--- src/rtl/cache_refill_arbiter_if.sv ---
// Bundle of the cache-miss, victim write-back, fill and memory-port signals
// around cache_refill_arbiter. The master modport is the arbiter side; the
// slave modport is the environment (caches plus memory model).
//
// Handshake contract:
// - A cache raises *_miss_req and holds it until its *_done pulse.
// - The arbiter raises mem_req and holds mem_we, mem_addr and mem_wdata stable
//   until the memory answers with mem_ack. A beat completes on every rising
//   clock edge where mem_req and mem_ack are both high.
// - fill_valid marks the single cycle in which a fill word is delivered.
interface cache_refill_arbiter_if #(
   parameter int ADDR_W = 16,
   parameter int DATA_W = 16,
   parameter int OFF_W  = 3
);
   logic              ic_miss_req;
   logic [ADDR_W-1:0] ic_miss_addr;
   logic              ic_done;
   logic              dc_miss_req;
   logic [ADDR_W-1:0] dc_miss_addr;
   logic              dc_victim_dirty;
   logic [ADDR_W-1:0] dc_victim_addr;
   logic [OFF_W-1:0]  dc_wb_idx;
   logic [DATA_W-1:0] dc_wb_data;
   logic              dc_done;
   logic              fill_valid;
   logic              fill_sel;
   logic [OFF_W-1:0]  fill_idx;
   logic [DATA_W-1:0] fill_data;
   logic              mem_req;
   logic              mem_we;
   logic [ADDR_W-1:0] mem_addr;
   logic [DATA_W-1:0] mem_wdata;
   logic [DATA_W-1:0] mem_rdata;
   logic              mem_ack;
   // FSM state (0 IDLE, 1 WB, 2 FILL, 3 DONE), for observation only
   logic [1:0]        dbg_state;

   modport master (
      input  ic_miss_req, ic_miss_addr, dc_miss_req, dc_miss_addr,
             dc_victim_dirty, dc_victim_addr, dc_wb_data, mem_rdata, mem_ack,
      output ic_done, dc_done, dc_wb_idx, fill_valid, fill_sel, fill_idx,
             fill_data, mem_req, mem_we, mem_addr, mem_wdata, dbg_state
   );

   modport slave (
      output ic_miss_req, ic_miss_addr, dc_miss_req, dc_miss_addr,
             dc_victim_dirty, dc_victim_addr, dc_wb_data, mem_rdata, mem_ack,
      input  ic_done, dc_done, dc_wb_idx, fill_valid, fill_sel, fill_idx,
             fill_data, mem_req, mem_we, mem_addr, mem_wdata, dbg_state
   );
endinterface

--- src/rtl/cache_refill_arbiter.sv ---
// Refill arbiter: shares one main-memory port between the I-cache and D-cache
// miss paths. Requests are granted round-robin. A dirty D-cache victim block
// is written back first, then the missing block is streamed into the cache
// that was granted.
module cache_refill_arbiter #(
   parameter int ADDR_W = 16,
   parameter int DATA_W = 16,
   parameter int OFF_W  = 3
) (
   input  logic                   clk,
   input  logic                   rst_n,
   cache_refill_arbiter_if.master bus
);
   localparam int BLK_W = ADDR_W - OFF_W;
   localparam logic [OFF_W-1:0] CNT_LAST = {OFF_W{1'b1}};
   localparam logic [OFF_W-1:0] CNT_ONE  = OFF_W'(1);

   typedef enum logic [1:0] {
      S_IDLE = 2'd0,
      S_WB   = 2'd1,
      S_FILL = 2'd2,
      S_DONE = 2'd3
   } state_t;

   state_t            state;
   logic [OFF_W-1:0]  cnt;
   logic              last_grant;  // 0 = I-cache, 1 = D-cache
   logic              target;      // cache currently being served
   logic [BLK_W-1:0]  miss_blk;
   logic [BLK_W-1:0]  victim_blk;
   logic              mem_req_q;
   logic              mem_we_q;
   logic              ic_done_q;
   logic              dc_done_q;

   logic              grant_ic;
   logic              grant_dc;
   logic              in_wb;
   logic              in_fill;
   logic              fill_fire;

   // Round-robin pick: a lone requester wins; on a tie the cache not served
   // last wins, so after reset (last_grant = I) the D-cache takes the first tie.
   always_comb begin
      grant_ic = 1'b0;
      grant_dc = 1'b0;
      if (bus.ic_miss_req && bus.dc_miss_req) begin
         if (last_grant) grant_ic = 1'b1;
         else            grant_dc = 1'b1;
      end else if (bus.dc_miss_req) begin
         grant_dc = 1'b1;
      end else if (bus.ic_miss_req) begin
         grant_ic = 1'b1;
      end
   end

   // Sequencer: grant in IDLE, optional victim write-back, block fill, done pulse.
   always_ff @(posedge clk or negedge rst_n) begin
      if (!rst_n) begin
         state      <= S_IDLE;
         cnt        <= '0;
         last_grant <= 1'b0;
         target     <= 1'b0;
         miss_blk   <= '0;
         victim_blk <= '0;
         mem_req_q  <= 1'b0;
         mem_we_q   <= 1'b0;
         ic_done_q  <= 1'b0;
         dc_done_q  <= 1'b0;
      end else begin
         ic_done_q <= 1'b0;
         dc_done_q <= 1'b0;
         case (state)
            S_IDLE: begin
               if (grant_ic || grant_dc) begin
                  target     <= grant_dc;
                  last_grant <= grant_dc;
                  cnt        <= '0;
                  miss_blk   <= grant_dc ? bus.dc_miss_addr[ADDR_W-1:OFF_W]
                                         : bus.ic_miss_addr[ADDR_W-1:OFF_W];
                  victim_blk <= bus.dc_victim_addr[ADDR_W-1:OFF_W];
                  mem_req_q  <= 1'b1;
                  if (grant_dc && bus.dc_victim_dirty) begin
                     mem_we_q <= 1'b1;
                     state    <= S_WB;
                  end else begin
                     mem_we_q <= 1'b0;
                     state    <= S_FILL;
                  end
               end
            end
            S_WB: begin
               if (bus.mem_ack) begin
                  cnt <= cnt + CNT_ONE;
                  // mem_req stays high so the fill follows without a gap
                  if (cnt == CNT_LAST) begin
                     mem_we_q <= 1'b0;
                     state    <= S_FILL;
                  end
               end
            end
            S_FILL: begin
               if (bus.mem_ack) begin
                  cnt <= cnt + CNT_ONE;
                  if (cnt == CNT_LAST) begin
                     mem_req_q <= 1'b0;
                     ic_done_q <= ~target;
                     dc_done_q <= target;
                     state     <= S_DONE;
                  end
               end
            end
            S_DONE: begin
               // A request still high here is ignored; IDLE resamples next cycle.
               state <= S_IDLE;
            end
            default: begin
               state <= S_IDLE;
            end
         endcase
      end
   end

   assign in_wb     = (state == S_WB);
   assign in_fill   = (state == S_FILL);
   assign fill_fire = in_fill & bus.mem_ack;

   // Address and write data derive from registers and the cache's victim port
   // only, so they hold steady while a beat waits for mem_ack.
   assign bus.mem_req    = mem_req_q;
   assign bus.mem_we     = mem_we_q;
   assign bus.mem_addr   = in_wb   ? {victim_blk, cnt} :
                           in_fill ? {miss_blk, cnt}   : '0;
   assign bus.mem_wdata  = in_wb ? bus.dc_wb_data : '0;
   assign bus.dc_wb_idx  = in_wb ? cnt : '0;

   // Fill word goes out in the same cycle memory returns it.
   assign bus.fill_valid = fill_fire;
   assign bus.fill_sel   = fill_fire & target;
   assign bus.fill_idx   = fill_fire ? cnt : '0;
   assign bus.fill_data  = fill_fire ? bus.mem_rdata : '0;

   assign bus.ic_done    = ic_done_q;
   assign bus.dc_done    = dc_done_q;
   assign bus.dbg_state  = state;
endmodule
--- src/flat_wrapper.sv ---
// flat-port wrapper written by rule: the top's interface ports become plain ports
module cache_refill_arbiter_flat 
#(
   parameter int ADDR_W = 16,
   parameter int DATA_W = 16,
   parameter int OFF_W  = 3
)
  (clk, rst_n, bus_ic_miss_req, bus_ic_miss_addr, bus_dc_miss_req, bus_dc_miss_addr, bus_dc_victim_dirty, bus_dc_victim_addr, bus_dc_wb_data, bus_mem_rdata, bus_mem_ack, bus_ic_done, bus_dc_done, bus_dc_wb_idx, bus_fill_valid, bus_fill_sel, bus_fill_idx, bus_fill_data, bus_mem_req, bus_mem_we, bus_mem_addr, bus_mem_wdata, bus_dbg_state);
  cache_refill_arbiter_if #(.ADDR_W(ADDR_W), .DATA_W(DATA_W), .OFF_W(OFF_W)) bus_i ();
  input  logic clk;
  input  logic rst_n;
  input wire logic [$bits(bus_i.ic_miss_req)-1:0] bus_ic_miss_req;
  input wire logic [$bits(bus_i.ic_miss_addr)-1:0] bus_ic_miss_addr;
  input wire logic [$bits(bus_i.dc_miss_req)-1:0] bus_dc_miss_req;
  input wire logic [$bits(bus_i.dc_miss_addr)-1:0] bus_dc_miss_addr;
  input wire logic [$bits(bus_i.dc_victim_dirty)-1:0] bus_dc_victim_dirty;
  input wire logic [$bits(bus_i.dc_victim_addr)-1:0] bus_dc_victim_addr;
  input wire logic [$bits(bus_i.dc_wb_data)-1:0] bus_dc_wb_data;
  input wire logic [$bits(bus_i.mem_rdata)-1:0] bus_mem_rdata;
  input wire logic [$bits(bus_i.mem_ack)-1:0] bus_mem_ack;
  output wire logic [$bits(bus_i.ic_done)-1:0] bus_ic_done;
  output wire logic [$bits(bus_i.dc_done)-1:0] bus_dc_done;
  output wire logic [$bits(bus_i.dc_wb_idx)-1:0] bus_dc_wb_idx;
  output wire logic [$bits(bus_i.fill_valid)-1:0] bus_fill_valid;
  output wire logic [$bits(bus_i.fill_sel)-1:0] bus_fill_sel;
  output wire logic [$bits(bus_i.fill_idx)-1:0] bus_fill_idx;
  output wire logic [$bits(bus_i.fill_data)-1:0] bus_fill_data;
  output wire logic [$bits(bus_i.mem_req)-1:0] bus_mem_req;
  output wire logic [$bits(bus_i.mem_we)-1:0] bus_mem_we;
  output wire logic [$bits(bus_i.mem_addr)-1:0] bus_mem_addr;
  output wire logic [$bits(bus_i.mem_wdata)-1:0] bus_mem_wdata;
  output wire logic [$bits(bus_i.dbg_state)-1:0] bus_dbg_state;
  assign bus_i.ic_miss_req = bus_ic_miss_req;
  assign bus_i.ic_miss_addr = bus_ic_miss_addr;
  assign bus_i.dc_miss_req = bus_dc_miss_req;
  assign bus_i.dc_miss_addr = bus_dc_miss_addr;
  assign bus_i.dc_victim_dirty = bus_dc_victim_dirty;
  assign bus_i.dc_victim_addr = bus_dc_victim_addr;
  assign bus_i.dc_wb_data = bus_dc_wb_data;
  assign bus_i.mem_rdata = bus_mem_rdata;
  assign bus_i.mem_ack = bus_mem_ack;
  assign bus_ic_done = bus_i.ic_done;
  assign bus_dc_done = bus_i.dc_done;
  assign bus_dc_wb_idx = bus_i.dc_wb_idx;
  assign bus_fill_valid = bus_i.fill_valid;
  assign bus_fill_sel = bus_i.fill_sel;
  assign bus_fill_idx = bus_i.fill_idx;
  assign bus_fill_data = bus_i.fill_data;
  assign bus_mem_req = bus_i.mem_req;
  assign bus_mem_we = bus_i.mem_we;
  assign bus_mem_addr = bus_i.mem_addr;
  assign bus_mem_wdata = bus_i.mem_wdata;
  assign bus_dbg_state = bus_i.dbg_state;
  cache_refill_arbiter #(.ADDR_W(ADDR_W), .DATA_W(DATA_W), .OFF_W(OFF_W)) u_core (.clk(clk), .rst_n(rst_n), .bus(bus_i));
endmodule
--- config.mk ---
export PLATFORM = sky130hd
export DESIGN_NAME = cache_refill_arbiter_flat
export DESIGN_NICKNAME = d
export VERILOG_FILES = /design/src/rtl/cache_refill_arbiter_if.sv /design/src/rtl/cache_refill_arbiter.sv /design/src/flat_wrapper.sv
export SDC_FILE = /design/constraint.sdc
export NUM_CORES = 1
export LEC_CHECK = 0
export ABC_AREA = 1
export CAP_MARGIN = 40
export CELL_PAD_IN_SITES_DETAIL_PLACEMENT = 0
export CELL_PAD_IN_SITES_GLOBAL_PLACEMENT = 1
export CORE_MARGIN = 5
export CORE_UTILIZATION = 26
export CTS_BUF_LIST = sky130_fd_sc_hd__clkbuf_4
export CTS_CLUSTER_SIZE = 10
export DETAILED_ROUTE_END_ITERATION = 16
export GPL_TIMING_DRIVEN = 0
export MAX_ROUTING_LAYER = met4
export PLACE_DENSITY = 0.91
export SKIP_LAST_GASP = 1
export SLEW_MARGIN = 20
export SYNTH_ARGS = -nofsm -noshare
export SYNTH_HDL_FRONTEND = slang
export SYNTH_SLANG_ARGS = --single-unit
--- constraint.sdc ---
create_clock -name clk -period 3.35 [get_ports clk]
set_input_delay 0.67 -clock clk [delete_from_list [all_inputs] [get_ports clk]]
set_output_delay 0.67 -clock clk [all_outputs]
set_load 0.02 [all_outputs]
### Yosys cells after proc, flatten, opt, wreduce, memory -nomap -nowiden

Index checks and enable logic that the tools add are counted.

| word-level totals | value |
|---|---|
| register bits after elaboration | 36 |
| latch bits | 0 |
| bits in writable memories | 0 |
| memory bits (read-only) | 0 |
| input bits | 86 |
| output and inout bits | 62 |
| memories | 0 |

| operators by class | value |
|---|---|
| add/sub/neg operators | 1 |
| multipliers | 0 |
| divide/modulo/power cells | 0 |
| $lt $le $gt $ge | 0 |
| eq/ne operators | 10 |
| shift operators | 0 |
| multiplexer cells | 37 |
| bitwise operators | 3 |
| reduce and logical (&&, ||, !) cells | 13 |

Operator list:

| kind | number |
|---|---|
| $mux 16 | 4 |
| $mux 1 | 18 |
| $mux 13 | 1 |
| $mux 2 | 6 |
| $mux 3 | 4 |
| $ne 2x2->1 const B | 4 |
| $pmux 2 s4 | 1 |
| $reduce_and 4->1 | 2 |
| $pmux 3 s2 | 1 |
| $reduce_bool 2->1 | 3 |
| $reduce_and 5->1 | 1 |
| $eq 2x2->1 const B | 2 |
| $ne 2x1->1 const B | 2 |
| $pmux 1 s2 | 2 |
| $add 3x1->3 const B | 1 |
| $eq 3x3->1 const B | 1 |
| $reduce_and 3->1 | 1 |
| $and 1x1->1 | 2 |
| $eq 2x1->1 const B | 1 |
| $logic_and 1x1->1 | 2 |
| $logic_not 2->1 | 1 |
| $reduce_and 2->1 | 1 |
| $reduce_or 2->1 | 1 |
| $logic_or 1x1->1 | 1 |
| $not 1->1 | 1 |

### Longest topological paths before layout

Gate-level depths: netlist of the first run.

| logic depth | value |
|---|---|
| depth in word-level cells | 6 |
| depth in mapped cells | 8 |
| gate-level depth less buffers | 8 |

### Worst setup path after synthesis of the first run

Ideal clock, no wire load.

| timing path | value |
|---|---|
| kind | register to output |
| from | reg u_core.state[0], in the netlist u_core.bus.dbg_state[0] |
| to | out bus_fill_data[10] |
| arrival time | 1.478 ns |
| required time | 2.680 ns |
| setup slack | 1.202 ns |
| cell stages (with the launch flop) | 7 |
| path buffers | 2 |
| path through | dfrtp_1 inv_1 ha_1 buf_2 nand2_1 buf_2 nor2_1 |

| on the way | value |
|---|---|
| cells in the longest elaborated chain, start to end | 3 |

Ends and longest elaborated chain:

| element | RTL line | source |
|---|---|---|
| start: declaration | cache_refill_arbiter.sv:25 | `state_t state;` |
| start signal: assignment | cache_refill_arbiter.sv:60 | `state <= S_IDLE;` |
| start signal: assignment | cache_refill_arbiter.sv:85 | `state <= S_WB;` |
| start signal: assignment | cache_refill_arbiter.sv:88 | `state <= S_FILL;` |
| $eq 2x2->1 | cache_refill_arbiter.sv:125 | `assign in_fill = (state == S_FILL);` |
| $and 1x1->1 | cache_refill_arbiter.sv:126 | `assign fill_fire = in_fill & bus.mem_ack;` |
| $mux 16 | cache_refill_arbiter.sv:141 | `assign bus.fill_data = fill_fire ? bus.mem_rdata : '0;` |
| end: declaration | flat_wrapper.sv:27 | `output wire logic [$bits(bus_i.fill_data)-1:0] bus_fill_data;` |

No other way between the ends.

### Final worst setup path of the first run

| timing path | value |
|---|---|
| from | reg u_core.state[1], in the netlist u_core.bus.dbg_state[1] |
| to | out bus_mem_addr[5] |

| on the way | value |
|---|---|
| cells in the longest elaborated chain, start to end | 3 |
| elaborated cells between the ends (all ways) | 4 |
| those cells by class | eq/ne: 2; mux: 2 |

Ends and longest elaborated chain:

| element | RTL line | source |
|---|---|---|
| $eq 2x2->1 | cache_refill_arbiter.sv:125 |  |
| $mux 16 | cache_refill_arbiter.sv:133 | `in_fill ? {miss_blk, cnt} : '0;` |
| $mux 16 (*) | cache_refill_arbiter.sv:132 | `assign bus.mem_addr = in_wb ? {victim_blk, cnt} :` |
| end: declaration | flat_wrapper.sv:30 | `output wire logic [$bits(bus_i.mem_addr)-1:0] bus_mem_addr;` |

Mark *: on every way between the ends. The rest lies on a longest branch, timed or not.

==> results.md, run 1 <==
- Worst path max stage delay: 610 ps
- RR Startpoint: u_core.bus.dbg_state[0]
- Dpl hpwl: 6.20 mm
- Via-per-instance ratio: approximately 4.2
- Fin crit period: 3120 ps
- Ys Warns: 0
- Critical path endpoint category: primary output
- Crit Path Class: reg2out
- DIE HEIGHT: about 110 um
- Row count: 35
- Leak: 2.14 nW
- Yosys cell types: 17
- Fin Setup TNS: 0 ps
- Clk Latency, worst-skew pair: between 300 and 400 ps
- Reg2reg setup slack: 1760 ps
- DRC viols: 0
- Routability-driven placement congestion ratio: 0.834
- Max stage delay cell, worst path: clkdlybuf4s50_1
- Slew of the pin with the lowest slew margin: roughly 300 ps
- Avg Inst Size Synth: 6.39 um2
- Starting density of the core: 26.3%
- Pwr Density: 658 nW/um2
- H-Tree Depth: 2
- CP Launch Type: flip-flop
- Worst-path maximum fanout: 10
- Clock Tree Buf Depth: 2
- CTS Sinks: 36
- ANT nets after route: 0
- Final setup vio count: 0
- Worst slew margin: 79.9%
- Die X: 106 um
- First-pass GRT wire length: about 12 mm
- Post-synthesis cell area: 2380 um2
- Clk slew on worst S/H paths: 110 ps
- Flip-flop and latch area: 901 um2
- Peak supply drop: 0.391 mV
- Initial DRC count: approximately 120
- CP cell instances: inv_1 > ha_1 > buf_2 > inv_1 > buf_2 > nand3_1 > nand2_1 > clkdlybuf4s50_1
- Finished Core Util: about 44%
- Detailed Routing Iterations Pass 1: 4
- # nets final: 614
- # hold bufs at CTS: 0
- RSZ-0062 raised after global routing: false
- Syn_nets: 469
- Port bufs: 137
- Wirelength per Cell: 11.7 um
- Clock root cell: clkbuf_4
- Gates resized, CTS repair: 0
- Outcome: completed
- Largest net degree at the start of global routing: 26
- Number of fillers in the final layout: 936
- Vias in the first global route: 2592
- Synth Register Bits: 36
- Synth-to-layout area growth: 66.4%
- Full die area: approximately 11000 um2
- Final Hold Fails: 0
- Hold Crit Class: in2async
- CP startpoint: u_core.bus.dbg_state[1]
- Fin crit share: 93.2%
- Top-Level Pins: 148
- Worst endpoint data arrival time: ~2500 ps
- CTS buffer count: 5
- Maximum Capacitance Violations: 0
- Vias: approximately 2700
- # diodes: 0
- Total GRT Usage: 13.4%
- Core area: 9060 um2
- Skew final: 13.4 ps
- Sequential area share after synthesis: between 30% and 40%
- Post-detailed-routing wire length: 7.39 mm
- TritonCTS clock tree: done
- Gr ovfl total: 0
- WP data required: 2680 ps
- Layout cells sized above 1: 6.55%
- Antenna violations before repair: 0
- Post-CTS setup buffer count: 0
- Post-Synthesis Cells: 373
- Max frequency: 320 MHz
- Slew Viols, Final: 0
- Multi-input gate area: 1180 um2
==> flip-flops by register name, indices dropped and copies added (netlist names) <==
| register | count |
|---|---|
| u_core.bus.dbg_state | 2 |
| u_core.bus.mem_we | 1 |
| u_core.miss_blk | 13 |
| u_core.last_grant | 1 |
| u_core.bus.dc_done | 1 |
| u_core.victim_blk | 13 |
| u_core.cnt | 3 |
| u_core.bus.ic_done | 1 |
| u_core.bus.mem_req | 1 |
==> final timing paths <==
path | endpoint | cells after the start
max in group asynchronous | u_core.miss_blk[10] | 2
worst max register to register | u_core.cnt[1] | 6
worst min-delay path | u_core.bus.dc_done | 1
worst min register to register | u_core.victim_blk[6] | 2
worst max-delay path | bus_mem_addr[5] | 8
min in group clk | u_core.victim_blk[6] | 2
==> layer usage <==
layer,track usage [%],part of all wire [%],vias up
met5,-,0,-
met4,2.50,1.1,0
met3,3.43,7.3,9
met2,23.4,49,96
met1,15.8,42,1167
li1,-,-,1395
==> report_power, final <==
group          internal, mW  leakage, nW  switching [mW]
registers             0.622        0.449           0.130
logic                 0.693         1.66           0.935
clock network        0.0806       0.0349           0.149
total                  1.40         2.14            1.21
==> cell usage in the layout, fill, tap and decap left out <==
master / synthesis / routed
nor2_4: 1 / 1
ha_1: 10 / 10
nor2_8: 1 / 1
buf_6: 3 / 3
inv_4: 1 / 1
clkinv_2: 0 / 2
clkinv_4: 0 / 1
dfrtp_1: 36 / 36
nand4_1: 1 / 1
nand2_1: 181 / 181
nand2_2: 3 / 3
nand3_1: 31 / 31
buf_4: 1 / 1
buf_12: 0 / 1
inv_2: 1 / 1
nor2_1: 32 / 32
inv_1: 49 / 49
a21oi_1: 2 / 2
clkbuf_4: 0 / 5
o21ai_0: 7 / 7
clkdlybuf4s50_1: 0 / 136
buf_2: 13 / 14
==> cell type report <==
| type | instances | area share, % |
|---|---|---|
| Multi-Input combinational cell | 269 | 29.8 |
| Clock inverter | 3 | 0.473 |
| Tap cell | 111 | 3.50 |
| Clock buffer | 5 | 0.947 |
| Inverter | 51 | 4.89 |
| Timing Repair Buffer | 138 | 35.0 |
| Buffer | 17 | 2.68 |
| Sequential cell | 36 | 22.7 |
==> worst max-delay path, delay by kind of cell (launching register included) <==
kind | cells | cell delay [ps]
fa+ha+maj | 1 | 190
buf+inv | 5 | 1270
flops | 1 | 470
simple gates | 2 | 190
==> kinds of logic after synthesis <==
family / after synthesis / share of synthesized area (%)
simple gates: 250 / 42.4
fa+ha+maj: 10 / 5.25
flops: 36 / 37.8
buf+inv: 68 / 12.6
compound gates: 9 / 1.89
==> synthesized netlist by cell type <==
master / instances / area (um2)
nand2_1: 181 / 679
inv_1: 49 / 184
dfrtp_1: 36 / 901
nor2_1: 32 / 120
nand3_1: 31 / 155
buf_2: 13 / 65.1
ha_1: 10 / 125
o21ai_0: 7 / 35.0
buf_6: 3 / 33.8
nand2_2: 3 / 18.8
a21oi_1: 2 / 10.0
buf_4: 1 / 7.51
inv_2: 1 / 3.75
inv_4: 1 / 6.26
nand4_1: 1 / 6.26
nor2_4: 1 / 11.3
nor2_8: 1 / 20.0
==> metrics by stage <==
stage	setup WS (ps)	instance area, um2	hold WS [ps]	cells	power [mW]
final	228	3960	197	630	2.61
after global routing	49.8	3960	198	630	2.86
after CTS	192	3960	191	630	2.65
after detailed placement	487	3910	459	622	2.40
after global placement	489	3890	454	621	2.37
after floorplan	1200	2380	374	373	1.72
(Power assumes the default switching activity.)
==> inputs of run 2 (changes only) <==
- CAP_MARGIN: 40 -> 0
==> results of run 2 <==
The final DEF is identical to that of run 1; final timing and power are the same.
==> inputs of run 3 (changes only) <==
- CAP_MARGIN: 0 -> not set
- SLEW_MARGIN: 20 -> not set
==> run 3 against run 2 <==
  * Critical path depth stayed put
  * Final cell count is 0.32% lower
  * Combinational power hardly changed
  * Via count is 0.75% higher
  * Die area stayed put
  * Clock skew is 10 ps lower
  * Sequential share of layout area is 0.15 points higher
  * Design area is 0.66% lower
  * Clock power hardly changed
  * Non-clock buffer count is 1 lower
  * Critical endpoint is now bus_mem_addr[11]
  * Highest routed layer unchanged
==> results.md, run 3 (same netlist as run 1, synthesis figures left out) <==
- ANT nets after route: 0
- Outcome: completed
- Initial DRC count: between 100 and 150
- Crit Path Class: reg2out
- Pwr Total: 2.60 mW
- # diodes: 0
- # nets final: 613
- Worst endpoint data arrival time: about 2400 ps
- CP Launch Type: flip-flop
- Gr ovfl total: 0
- Via-per-instance ratio: roughly 4.3
- Fin crit share: approximately 92%
- Placed instance count: 621
- Post-placement cell area: 3890 um2
- Commonest non-fill, non-tap cell in the layout: nand2_1
- Hold Crit Class: in2async
- Pwr Density: 661 nW/um2
- Gates resized, CTS repair: 0
- Layout cells sized above 1: slightly above 6%
- Fin Setup TNS: 0 ps
- Critical path endpoint category: primary output
- Non-Filler Instances: approximately 630
- Dpl hpwl: 6.09 mm
- Maximum Capacitance Violations: 0
- Biggest regs: u_core.miss_blk x13, u_core.victim_blk x13, u_core.cnt x3
- Clk Latency, worst-skew pair: 330 ps
- Max frequency: 324 MHz
- WP data required: 2680 ps
- RSZ-0062 raised after global routing: false
- Leak: 2.13 nW
- Full die area: approximately 11000 um2
- Met3 wire length: 462 um
- Post-route cell area: 3940 um2
- Clk slew on worst S/H paths: between 100 and 150 ps
- DIE HEIGHT: about 110 um
- Slew Viols, Final: 0
- Antenna violations before repair: 0
- Post-detailed-routing wire length: between 7 and 8 mm
- Synth-to-layout area growth: 65.3%
- Clock root cell: clkbuf_4
- Die X: 106 um
- Top-Level Pins: 148
- Port bufs: 137
- Vias: 2687
- Starting density of the core: 26.3%
- Skew final: 3.42 ps
- Routability-driven placement congestion ratio: approximately 0.83
- Number of fillers in the final layout: 927
- Slew of the pin with the lowest slew margin: 800 ps
- DRC viols: 0
- Total GRT Usage: 13.7%
- CTS Sinks: 36
- Core area: slightly above 9000 um2
- Final Hold Fails: 0
- Vias in the first global route: 2603
- Met2 WL: 3.62 mm
- Final setup vio count: 0
- TritonCTS clock tree: done
- CTS buffer count: 5
- First-pass GRT wire length: roughly 12 mm
- Detailed Routing Iterations Pass 1: 4
- Clock Tree Buf Depth: 2
- Most frequent cells in the layout: 181 x nand2_1, 136 x clkdlybuf4s50_1, 49 x inv_1, 36 x dfrtp_1, 32 x nor2_1
- Flip-flop and latch area: 901 um2
- Wirelength per Cell: 11.8 um
- Worst slew margin: 46.6%
- H-Tree Depth: 2
- Fin crit period: 3090 ps
- Routed length on met1: 3.27 mm
- Peak supply drop: 0.335 mV
- Hold WS: 402 ps
- Worst-path maximum fanout: 10
- Post-layout worst setup margin: 261 ps
- Finished Core Util: 43.4%
- Post-CTS setup buffer count: 0
- Max Used Layer: met4
- Largest net degree at the start of global routing: 37
- Dpl ws: 475 ps
- Row count: 35
- Multi-input gate area: 1180 um2
- # hold bufs at CTS: 0
-- run 3: changes by cell type in the layout (fill, tap and decap cells not counted), sizes merged --
cell / change
clkinv: -2
buf: -1
clkbuf: +1
-- run 3: area by class of cell --
class,instances,share of cell area [%]
clock inverters,1,0.127
plain buffers,17,2.70
multi-input cells,269,30.0
repair buffers,137,34.7
well taps,111,3.53
inverters,51,4.93
flip-flops and latches,36,22.9
clock buffers,6,1.14
-- run 3: critical path, cell delays in order (launching register included) --
cell	delay (ps)
dfrtp_1	450
inv_1	130
ha_1	190
buf_2	180
inv_1	120
buf_2	220
nand3_1	110
nand2_1	80
clkdlybuf4s50_1	610
-- run 3: path summary, 6_finish.rpt --
| path | to | slack [ps] | depth (start not counted) | startpoint |
|---|---|---|---|---|
| worst max-delay path | bus_mem_addr[11] | 260 | 8 | u_core.bus.dbg_state[1] |
| worst min-delay path | u_core.bus.dbg_state[1] | 400 | 1 | rst_n |
| worst max register to register | u_core.victim_blk[0] | 1750 | 7 | u_core.bus.dbg_state[0] |
| worst min register to register | u_core.victim_blk[5] | 480 | 2 | u_core.victim_blk[5] |
| max in group asynchronous | u_core.cnt[0] | 2430 | 1 | rst_n |
| min in group clk | u_core.victim_blk[5] | 480 | 2 | u_core.victim_blk[5] |
-- run 3: per-layer routing --
metal / GRT usage (%) / vias up
met5: - / -
met4: 1.94 / 0
met3: 3.18 / 10
met2: 23.5 / 98
met1: 16.9 / 1183
li1: - / 1396
-- run 3: report_power, final --
part / switching, mW / total, mW / internal, mW
clock network: 0.142 / 0.228 / 0.0855
registers: 0.129 / 0.752 / 0.622
logic: 0.934 / 1.62 / 0.689
